$ cat config.mk
export PLATFORM = sky130hd
export DESIGN_NAME = key_debounce_scan
export DESIGN_NICKNAME = d
export VERILOG_FILES = /design/src/rtl/key_pkg.sv /design/src/rtl/key_debounce_ch.sv /design/src/rtl/key_debounce_scan.sv
export SDC_FILE = /design/constraint.sdc
export NUM_CORES = 1
export LEC_CHECK = 0
export CAP_MARGIN = 20
export CORE_UTILIZATION = 50
export CTS_BUF_LIST = sky130_fd_sc_hd__clkbuf_4 sky130_fd_sc_hd__clkbuf_8 sky130_fd_sc_hd__clkbuf_16
export DETAILED_ROUTE_END_ITERATION = 10
export DONT_BUFFER_PORTS = 1
export SETUP_SLACK_MARGIN = 0.02
export SYNTH_ARGS = -nofsm -noshare
export SYNTH_HDL_FRONTEND = slang
export SYNTH_SLANG_ARGS = --single-unit
$ cat constraint.sdc
create_clock -name clk_50 -period 5.93 [get_ports clk_50]
set_input_delay 1.186 -clock clk_50 [delete_from_list [all_inputs] [get_ports clk_50]]
set_output_delay 1.186 -clock clk_50 [all_outputs]
set_load 0.02 [all_outputs]
$ cat src/rtl/key_pkg.sv
// key_pkg: shared types and 50 MHz default timing for the key debouncer.
package key_pkg;
    typedef enum logic [1:0] {IDLE, PRESS_WAIT, PRESSED, RELEASE_WAIT} key_state_t;
    localparam int KEY_SYNC_STAGES = 2;
    localparam int DEF_DEBOUNCE_CYCLES = 1000000;
    localparam int DEF_REPEAT_DELAY_CYCLES = 25000000;
    localparam int DEF_REPEAT_PERIOD_CYCLES = 5000000;
endpackage

$ cat src/rtl/key_debounce_ch.sv
// key_debounce_ch: synchroniser, debounce FSM and stability counter for one active-low key.
// Auto-repeat of key_press while held is built only when KEY_REPEAT_EN is defined.
module key_debounce_ch
    import key_pkg::*;
#(
    parameter int DEBOUNCE_CYCLES = DEF_DEBOUNCE_CYCLES,
    parameter int REPEAT_DELAY_CYCLES = DEF_REPEAT_DELAY_CYCLES,
    parameter int REPEAT_PERIOD_CYCLES = DEF_REPEAT_PERIOD_CYCLES
) (
    input  logic clk_50,
    input  logic rst,
    input  logic key_n,
    output logic key_level,
    output logic key_press,
    output logic key_release
);
    localparam int CW = $clog2(DEBOUNCE_CYCLES) + 1;
    localparam logic [CW-1:0] CNT_MAX = CW'(DEBOUNCE_CYCLES - 1);
    logic [KEY_SYNC_STAGES-1:0] sync;
    logic [CW-1:0] cnt;
    key_state_t state;
    logic s;
    logic rep_fire;
    assign s = ~sync[KEY_SYNC_STAGES-1];
`ifdef KEY_REPEAT_EN
    localparam int RMAX = REPEAT_DELAY_CYCLES > REPEAT_PERIOD_CYCLES ? REPEAT_DELAY_CYCLES : REPEAT_PERIOD_CYCLES;
    localparam int RCW = $clog2(RMAX) + 1;
    localparam logic [RCW-1:0] RD_MAX = RCW'(REPEAT_DELAY_CYCLES - 1);
    localparam logic [RCW-1:0] RP_MAX = RCW'(REPEAT_PERIOD_CYCLES - 1);
    logic [RCW-1:0] rc;
    logic rep_phase;
    assign rep_fire = state == PRESSED && s && rc == (rep_phase ? RP_MAX : RD_MAX);
    // rc is held at zero outside PRESSED, so every entry into PRESSED restarts the delay
    always_ff @(posedge clk_50) begin
        if (rst || state != PRESSED) begin
            rc <= '0;
            rep_phase <= 1'b0;
        end else if (rep_fire) begin
            rc <= '0;
            rep_phase <= 1'b1;
        end else begin
            rc <= rc + 1'b1;
        end
    end
`else
    assign rep_fire = 1'b0;
`endif
    always_ff @(posedge clk_50) begin
        if (rst) begin
            sync <= '1;
            state <= IDLE;
            cnt <= '0;
            key_level <= 1'b0;
            key_press <= 1'b0;
            key_release <= 1'b0;
        end else begin
            sync <= {sync[KEY_SYNC_STAGES-2:0], key_n};
            key_press <= 1'b0;
            key_release <= 1'b0;
            case (state)
                IDLE: if (s) begin
                    state <= PRESS_WAIT;
                    cnt <= '0;
                end
                PRESS_WAIT: if (!s) begin
                    state <= IDLE;
                end else if (cnt == CNT_MAX) begin
                    state <= PRESSED;
                    key_press <= 1'b1;
                    key_level <= 1'b1;
                end else begin
                    cnt <= cnt + 1'b1;
                end
                PRESSED: if (!s) begin
                    state <= RELEASE_WAIT;
                    cnt <= '0;
                end else if (rep_fire) begin
                    key_press <= 1'b1;
                end
                RELEASE_WAIT: if (s) begin
                    state <= PRESSED;
                end else if (cnt == CNT_MAX) begin
                    state <= IDLE;
                    key_release <= 1'b1;
                    key_level <= 1'b0;
                end else begin
                    cnt <= cnt + 1'b1;
                end
                default: state <= IDLE;
            endcase
        end
    end
endmodule

$ cat src/rtl/key_debounce_scan.sv
// key_debounce_scan: NUM_KEYS debounced active-low keys with press/release pulses and a press-event encoder.
// Define KEY_REPEAT_EN to add auto-repeat of key_press (and key_valid) while a key is held.
module key_debounce_scan
    import key_pkg::*;
#(
    parameter int NUM_KEYS = 4,
    parameter int DEBOUNCE_CYCLES = DEF_DEBOUNCE_CYCLES,
    parameter int REPEAT_DELAY_CYCLES = DEF_REPEAT_DELAY_CYCLES,
    parameter int REPEAT_PERIOD_CYCLES = DEF_REPEAT_PERIOD_CYCLES,
    localparam int CODE_W = NUM_KEYS > 1 ? $clog2(NUM_KEYS) : 1
) (
    input  logic                clk_50,
    input  logic                rst,
    input  logic [NUM_KEYS-1:0] key_n,
    output logic [NUM_KEYS-1:0] key_level,
    output logic [NUM_KEYS-1:0] key_press,
    output logic [NUM_KEYS-1:0] key_release,
    output logic                key_valid,
    output logic [CODE_W-1:0]   key_code
);
    logic [CODE_W-1:0] low_idx;
    for (genvar i = 0; i < NUM_KEYS; i++) begin : g_ch
        key_debounce_ch #(
            .DEBOUNCE_CYCLES(DEBOUNCE_CYCLES),
            .REPEAT_DELAY_CYCLES(REPEAT_DELAY_CYCLES),
            .REPEAT_PERIOD_CYCLES(REPEAT_PERIOD_CYCLES)
        ) u_ch (
            .clk_50(clk_50),
            .rst(rst),
            .key_n(key_n[i]),
            .key_level(key_level[i]),
            .key_press(key_press[i]),
            .key_release(key_release[i])
        );
    end
    // Scan downwards so the lowest pressed index wins
    always_comb begin
        low_idx = '0;
        for (int i = NUM_KEYS - 1; i >= 0; i--) if (key_press[i]) low_idx = CODE_W'(i);
    end
    always_ff @(posedge clk_50) begin
        if (rst) begin
            key_valid <= 1'b0;
            key_code <= '0;
        end else begin
            key_valid <= |key_press;
            if (|key_press) key_code <= low_idx;
        end
    end
endmodule
# Word-level counts from Yosys, hierarchy flattened

Index checks and enable logic that the tools add are counted.

Flip-flop bits (word level): 115
Input bits: 6
Output and inout bits: 15
Word-level logic and storage cells: 199

Add/subtract/negate cells: 4
Eq/ne operators: 48
Muxes and demuxes: 80
Bitwise gates (word level): 12
Reductions and logical operators: 29

Operators with widths:

| kind                                                                     | number |
|---|---|
| 21-bit 2-to-1 mux                                                        | 20 |
| 21-bit case mux with 4 select lines                                      | 4 |
| 21-bit by 1-bit adder with 21-bit output (second input constant)         | 4 |
| 21-bit by 20-bit equality test with 1-bit output (second input constant) | 4 |
| 2-bit 2-to-1 mux                                                         | 28 |
| 2-bit by 1-bit inequality test with 1-bit output (second input constant) | 16 |
| 2-bit case mux with 4 select lines                                       | 4 |
| 4-bit AND reduction                                                      | 8 |
| 3-bit OR reduction                                                       | 8 |
| 1-bit 2-to-1 mux                                                         | 20 |
| 5-bit AND reduction                                                      | 4 |
| 2-bit equality test (second input constant)                              | 8 |
| 2-bit inequality test (second input constant)                            | 8 |
| 3-bit by 1-bit inequality test with 1-bit output (second input constant) | 4 |
| 3-bit inequality test (second input constant)                            | 4 |
| 1-bit inverter                                                           | 12 |
| 2-bit by 1-bit equality test with 1-bit output (second input constant)   | 4 |
| 2-bit zero test                                                          | 4 |
| 1-bit case mux with 2 select lines                                       | 4 |
| 2-bit nonzero test                                                       | 4 |
| 4-bit OR reduction                                                       | 1 |

# Longest topological paths before layout

Depth in word-level cells: 4
Mapped depth: 8
Depth with buffers taken out: 6

# Modules after synthesis

A second synthesis with hierarchy kept.

Cells, all modules: 634
Area, all modules: 5825.6 sq um

Modules (own cells, without submodules):

| module            | instances | cells each | area each (sq um) | seq. area each (sq um) |
|---|---|---|---|---|
| key_debounce_ch   | 4         | 156        | 1430.1            | 560.5 |
| key_debounce_scan | 1         | 10         | 105.1             | 60.1 |

# Least setup slack after synthesis

OpenSTA, ideal clock, no wires.

Kind: register to register
From: reg g_ch[2].u_ch.cnt[0]
To: reg g_ch[2].u_ch.cnt[20]
Library setup time: 74 ps
Arrival: 2209 ps
Required time: 5856 ps
Setup slack: 3647 ps
Stages on the path, launching flop included: 7
Path buffers: 0
Clock period less this slack: 2283 ps
Path through: dfxtp_1 ha_1 nand3_4 or4_4 or4_4 or3_1 a31oi_1

Word-level cells in the longest chain between the ends: 4
Elaborated cells on any way between the ends: 6
Those cells by class: add/sub (1); eq/ne (1); mux (4)

Ends and longest elaborated chain:

| what                                                                                                                | RTL line                                     | text |
|---|---|---|
| from (decl)                                                                                                         | key_debounce_ch.sv:20                        | `logic [CW-1:0] cnt;` |
| from (signal assigned)                                                                                              | key_debounce_ch.sv:72                        | `cnt <= cnt + 1'b1;` |
| from (signal assigned)                                                                                              | key_debounce_ch.sv:87                        | `cnt <= cnt + 1'b1;` |
| 21-bit by 1-bit adder with 21-bit output / 21-bit by 20-bit equality test with 1-bit output (equally long branches) | -                                            |  |
| 21-bit 2-to-1 mux (*)                                                                                               | key_debounce_ch.sv:67, key_debounce_ch.sv:82 |  |
| 21-bit 2-to-1 mux, on equally long branches                                                                         | key_debounce_ch.sv:80, key_debounce_ch.sv:65 |  |
| 21-bit case mux with 4 select lines (*)                                                                             | key_debounce_ch.sv:60                        | `case (state)` |

Mark *: on every way between the ends. The rest lies on a longest branch, timed or not. The select of a mux whose other input is x is not followed.
A chain may end at the register's enable or synchronous reset.

# Final worst setup path

From: reg g_ch[3].u_ch.state[0]
To: reg g_ch[3].u_ch.cnt[17]

Word-level cells in the longest chain between the ends: 3
Elaborated cells on any way between the ends: 10
Those cells by class: eq/ne (7); mux (1); reduce/logical (2)

Ends and longest elaborated chain:

| what                                                                                                              | RTL line              | text |
|---|---|---|
| from (decl)                                                                                                       | key_debounce_ch.sv:21 | `key_state_t state;` |
| from (signal assigned)                                                                                            | key_debounce_ch.sv:51 | `state <= IDLE;` |
| from (signal assigned)                                                                                            | key_debounce_ch.sv:62 | `state <= PRESS_WAIT;` |
| from (signal assigned)                                                                                            | key_debounce_ch.sv:66 | `state <= IDLE;` |
| 2-bit equality test, or another cell as far along                                                                 | key_debounce_ch.sv:60 |  |
| 2-bit by 1-bit inequality test with 1-bit output (no source line) / 2-bit inequality test (equally long branches) | -                     |  |
| 4-bit AND reduction (no source line)                                                                              | -                     |  |
| to (signal assigned)                                                                                              | key_debounce_ch.sv:72 |  |
| to (signal assigned)                                                                                              | key_debounce_ch.sv:87 |  |
| to (decl)                                                                                                         | key_debounce_ch.sv:20 |  |

Several ways; a longest one is shown, not always the timed one.

==> impl_metrics.toml <==
[clock_network]
cts_root_buffer = "clkbuf_16"
post_cts_buffers = 0
clock_path_buffers = 2
post_cts_resized = 0
cts_buffers = 17
holdBufCountCts = 0
clock-sinks = 115
htreeDepth = 4
cts_tree = "yes"
clk_latency_ns = 0.42
path_clk_slew_ns = 0.05

[logic_synthesis]
yosysTopAreaCell = "dfxtp_1"
yosysSeqAreaShare_pct = 40.7
synth_edf_count = 0
netlist-cell-type-count = 58
synth_area_mm2 = 0.00566
avgSynthCellArea_um2 = 8.23
syn-num-nets = 698
synth_seq_cells = 115
synth_top_area_share_pct = 40.7
synth_flop_cell = "dfxtp_1"
syn_inst = 688
synth_warnings = 0
async_flop_share_pct = 0
synth_area_leaders = "dfxtp_1 (41%), nor2_1 (5.0%), nand2_1 (4.3%)"

[die]
chipWidth_um = 108
fp.coreArea_mm2 = 0.0109
fp.dieH_um = 108
io_pins = 21
rows = 38
start_util_pct = 51.8
die_area_mm2 = 0.0118

[critical_path]
cp.arrival_ns = 2.82
crit_required_ns = 6.27
crit_type = "reg -> reg"
endpoint_kind = "register"
crit_fanout = 19
startpoint_type = "register"

[pwr]
peakVddDrop_mv = 0.248
leakage_nw = 2.05
total_power_w = 0.00182
powerDensity_mw_per_mm2 = 291

[cells_and_area]
fillers = 1009
drive_above_1_share_pct = 9.56
syn_to_final_growth_pct = 10.2
antennaDiodeCount = 0
fin_nets = 680

[sta]
finalMaxSlewViolations = 0
tightest_slew_ns = 0.906
finalSetupTns_ns = 0
slew_headroom_pct = 38.7
rsz0062_at_grt = "false"
post-route-period-util_pct = 41.8
fin_crit_ns = 2.48
setup_viol = 0
clock_skew_ns = 0.0134
holdWs_ns = 0.406
hold_viol = 0
max_freq_mhz = 403

[route]
first_pass_iters = 9
ant_nets = 0
wl_per_cell_um = 15.3
vias = 4892
postRouteWirelength_mm = 12.5
viasPerCell = 5.97
drt_iter0_drc = 351
drcViolationCount = 0

[grt]
track_usage_pct = 23.0
grt_max_degree = 69
antenna_found_initial = 0
grt_pass1_vias = 4456
overflow = 0
grt_pass1_wl_mm = 21.1

[run_status]
status = "completed"

[min_path]
hold_path_class = "reg -> reg"

[place]
place_congestion = 0.912
portBuffers = 0
dpl.hpwl_mm = 8.44

[run]
max_cap_violations = 0
## metal layers
layer	part of all wire, %	vias to the layer above	GRT usage (%)	wire length [um]
met2	46	109	35.8	5750
met5	0	-	0	0
met4	1.5	0	10.4	192
met3	4.3	15	6.27	545
met1	48	2273	29.6	6050
li1	-	2495	-	-
## cells by family (layout without fill, tap and decap cells)
logic type               after synthesis  count (layout)  share of synthesized area [%]
multiplexers                           7               7                           1.35
AO/OA/AOI/OAI                        136             136                           15.3
XOR/XNOR                              30              30                           4.64
AND/OR/NAND/NOR                      336             336                           32.3
flip-flops                           115             115                           40.7
buffers and inverters                 60              52                           4.88
adder cells (fa/ha/maj)                4               4                          0.884
## critical path: stages, from the launching register on
cell and delay (ns):
dfxtp_1 0.66, nor4b_1 0.38, nand4_1 0.21, o21ai_1 0.53, buf_4 0.27, o21ai_1 0.17
a21oi_1 0.19
## placed cells by master, fill, tap and decap left out, drive strengths merged, types with 9 or more instances in the layout
master,count
nand3,34
or2,9
a21oi,36
nor4,16
nand2,65
o21ai,31
nand4,26
a22oi,11
nor3,22
or3,14
nor4b,11
inv,17
or4,24
clkbuf,25
xor2,22
o31ai,16
nor2,76
dfxtp,115
## path summary, 6_finish.rpt
kind / start / to / slack (ns) / depth (start not counted)
setup reg to reg: g_ch[3].u_ch.state[0]$_SDFFE_PP0P_ / g_ch[3].u_ch.cnt[17]$_SDFFE_PP0P_ / 3.45 / 6
setup / recovery: g_ch[3].u_ch.state[0]$_SDFFE_PP0P_ / g_ch[3].u_ch.cnt[17]$_SDFFE_PP0P_ / 3.45 / 6
hold reg to reg: g_ch[3].u_ch.sync[0]$_SDFF_PP1_ / g_ch[3].u_ch.sync[1]$_SDFF_PP1_ / 0.41 / 1
hold / removal: g_ch[3].u_ch.sync[0]$_SDFF_PP1_ / g_ch[3].u_ch.sync[1]$_SDFF_PP1_ / 0.41 / 1
## Yosys cell counts (16+ instances only)
library cell  instances
inv_1                17
o21ai_0              26
nor2_1               76
xor2_1               22
nand2_1              65
o31ai_1              16
nand4_1              25
a21oi_1              36
nand3_1              33
clkbuf_1             24
or4_1                19
dfxtp_1             115
nor3_1               22
nor4_1               16
## power breakdown
part	leakage [nW]	internal (W)	switching (W)	total [W]
Sequential	0.929	0.000783	0.0000149	0.000798
Clock	0.284	0.000642	0.000335	0.000977
Combinational	0.841	0.0000152	0.0000258	0.0000410
Total	2.05	0.00144	0.000376	0.00182
## cell type report
cell class                      instances  area [um^2]  area share [%]
Clock buffer                           25          523            8.38
Clock inverter                          4         47.5           0.762
Inverter                               17         63.8            1.02
Multi-Input combinational cell        513         3080            49.4
Sequential cell                       115         2300            36.9
Tap cell                              140          175            2.81
Timing Repair Buffer                    6         45.0           0.722
## sequential cells by signal, indices dropped and copies added (netlist names), named ones only
register               count
g_ch.u_ch.sync             8
g_ch.u_ch.state            4
g_ch.u_ch.key_release      4
key_code                   2
g_ch.u_ch.key_press        4
g_ch.u_ch.key_level        4
g_ch.u_ch.cnt             84
key_valid                  1
## per-stage QoR
step | worst slack [ns] | instance area, um^2 | instances | util [%]
CTS | 3.43 | 6230 | 819 | 57.0
global route | 3.19 | 6240 | 820 | 57.0
detailed placement | 3.45 | 5660 | 790 | 51.8
floorplan | 3.65 | 5660 | 688 | -
finish | 3.45 | 6240 | 820 | 57.0
global placement | 3.51 | 5660 | 790 | 51.8
No activity file was read; power rests on OpenSTA's default activity.
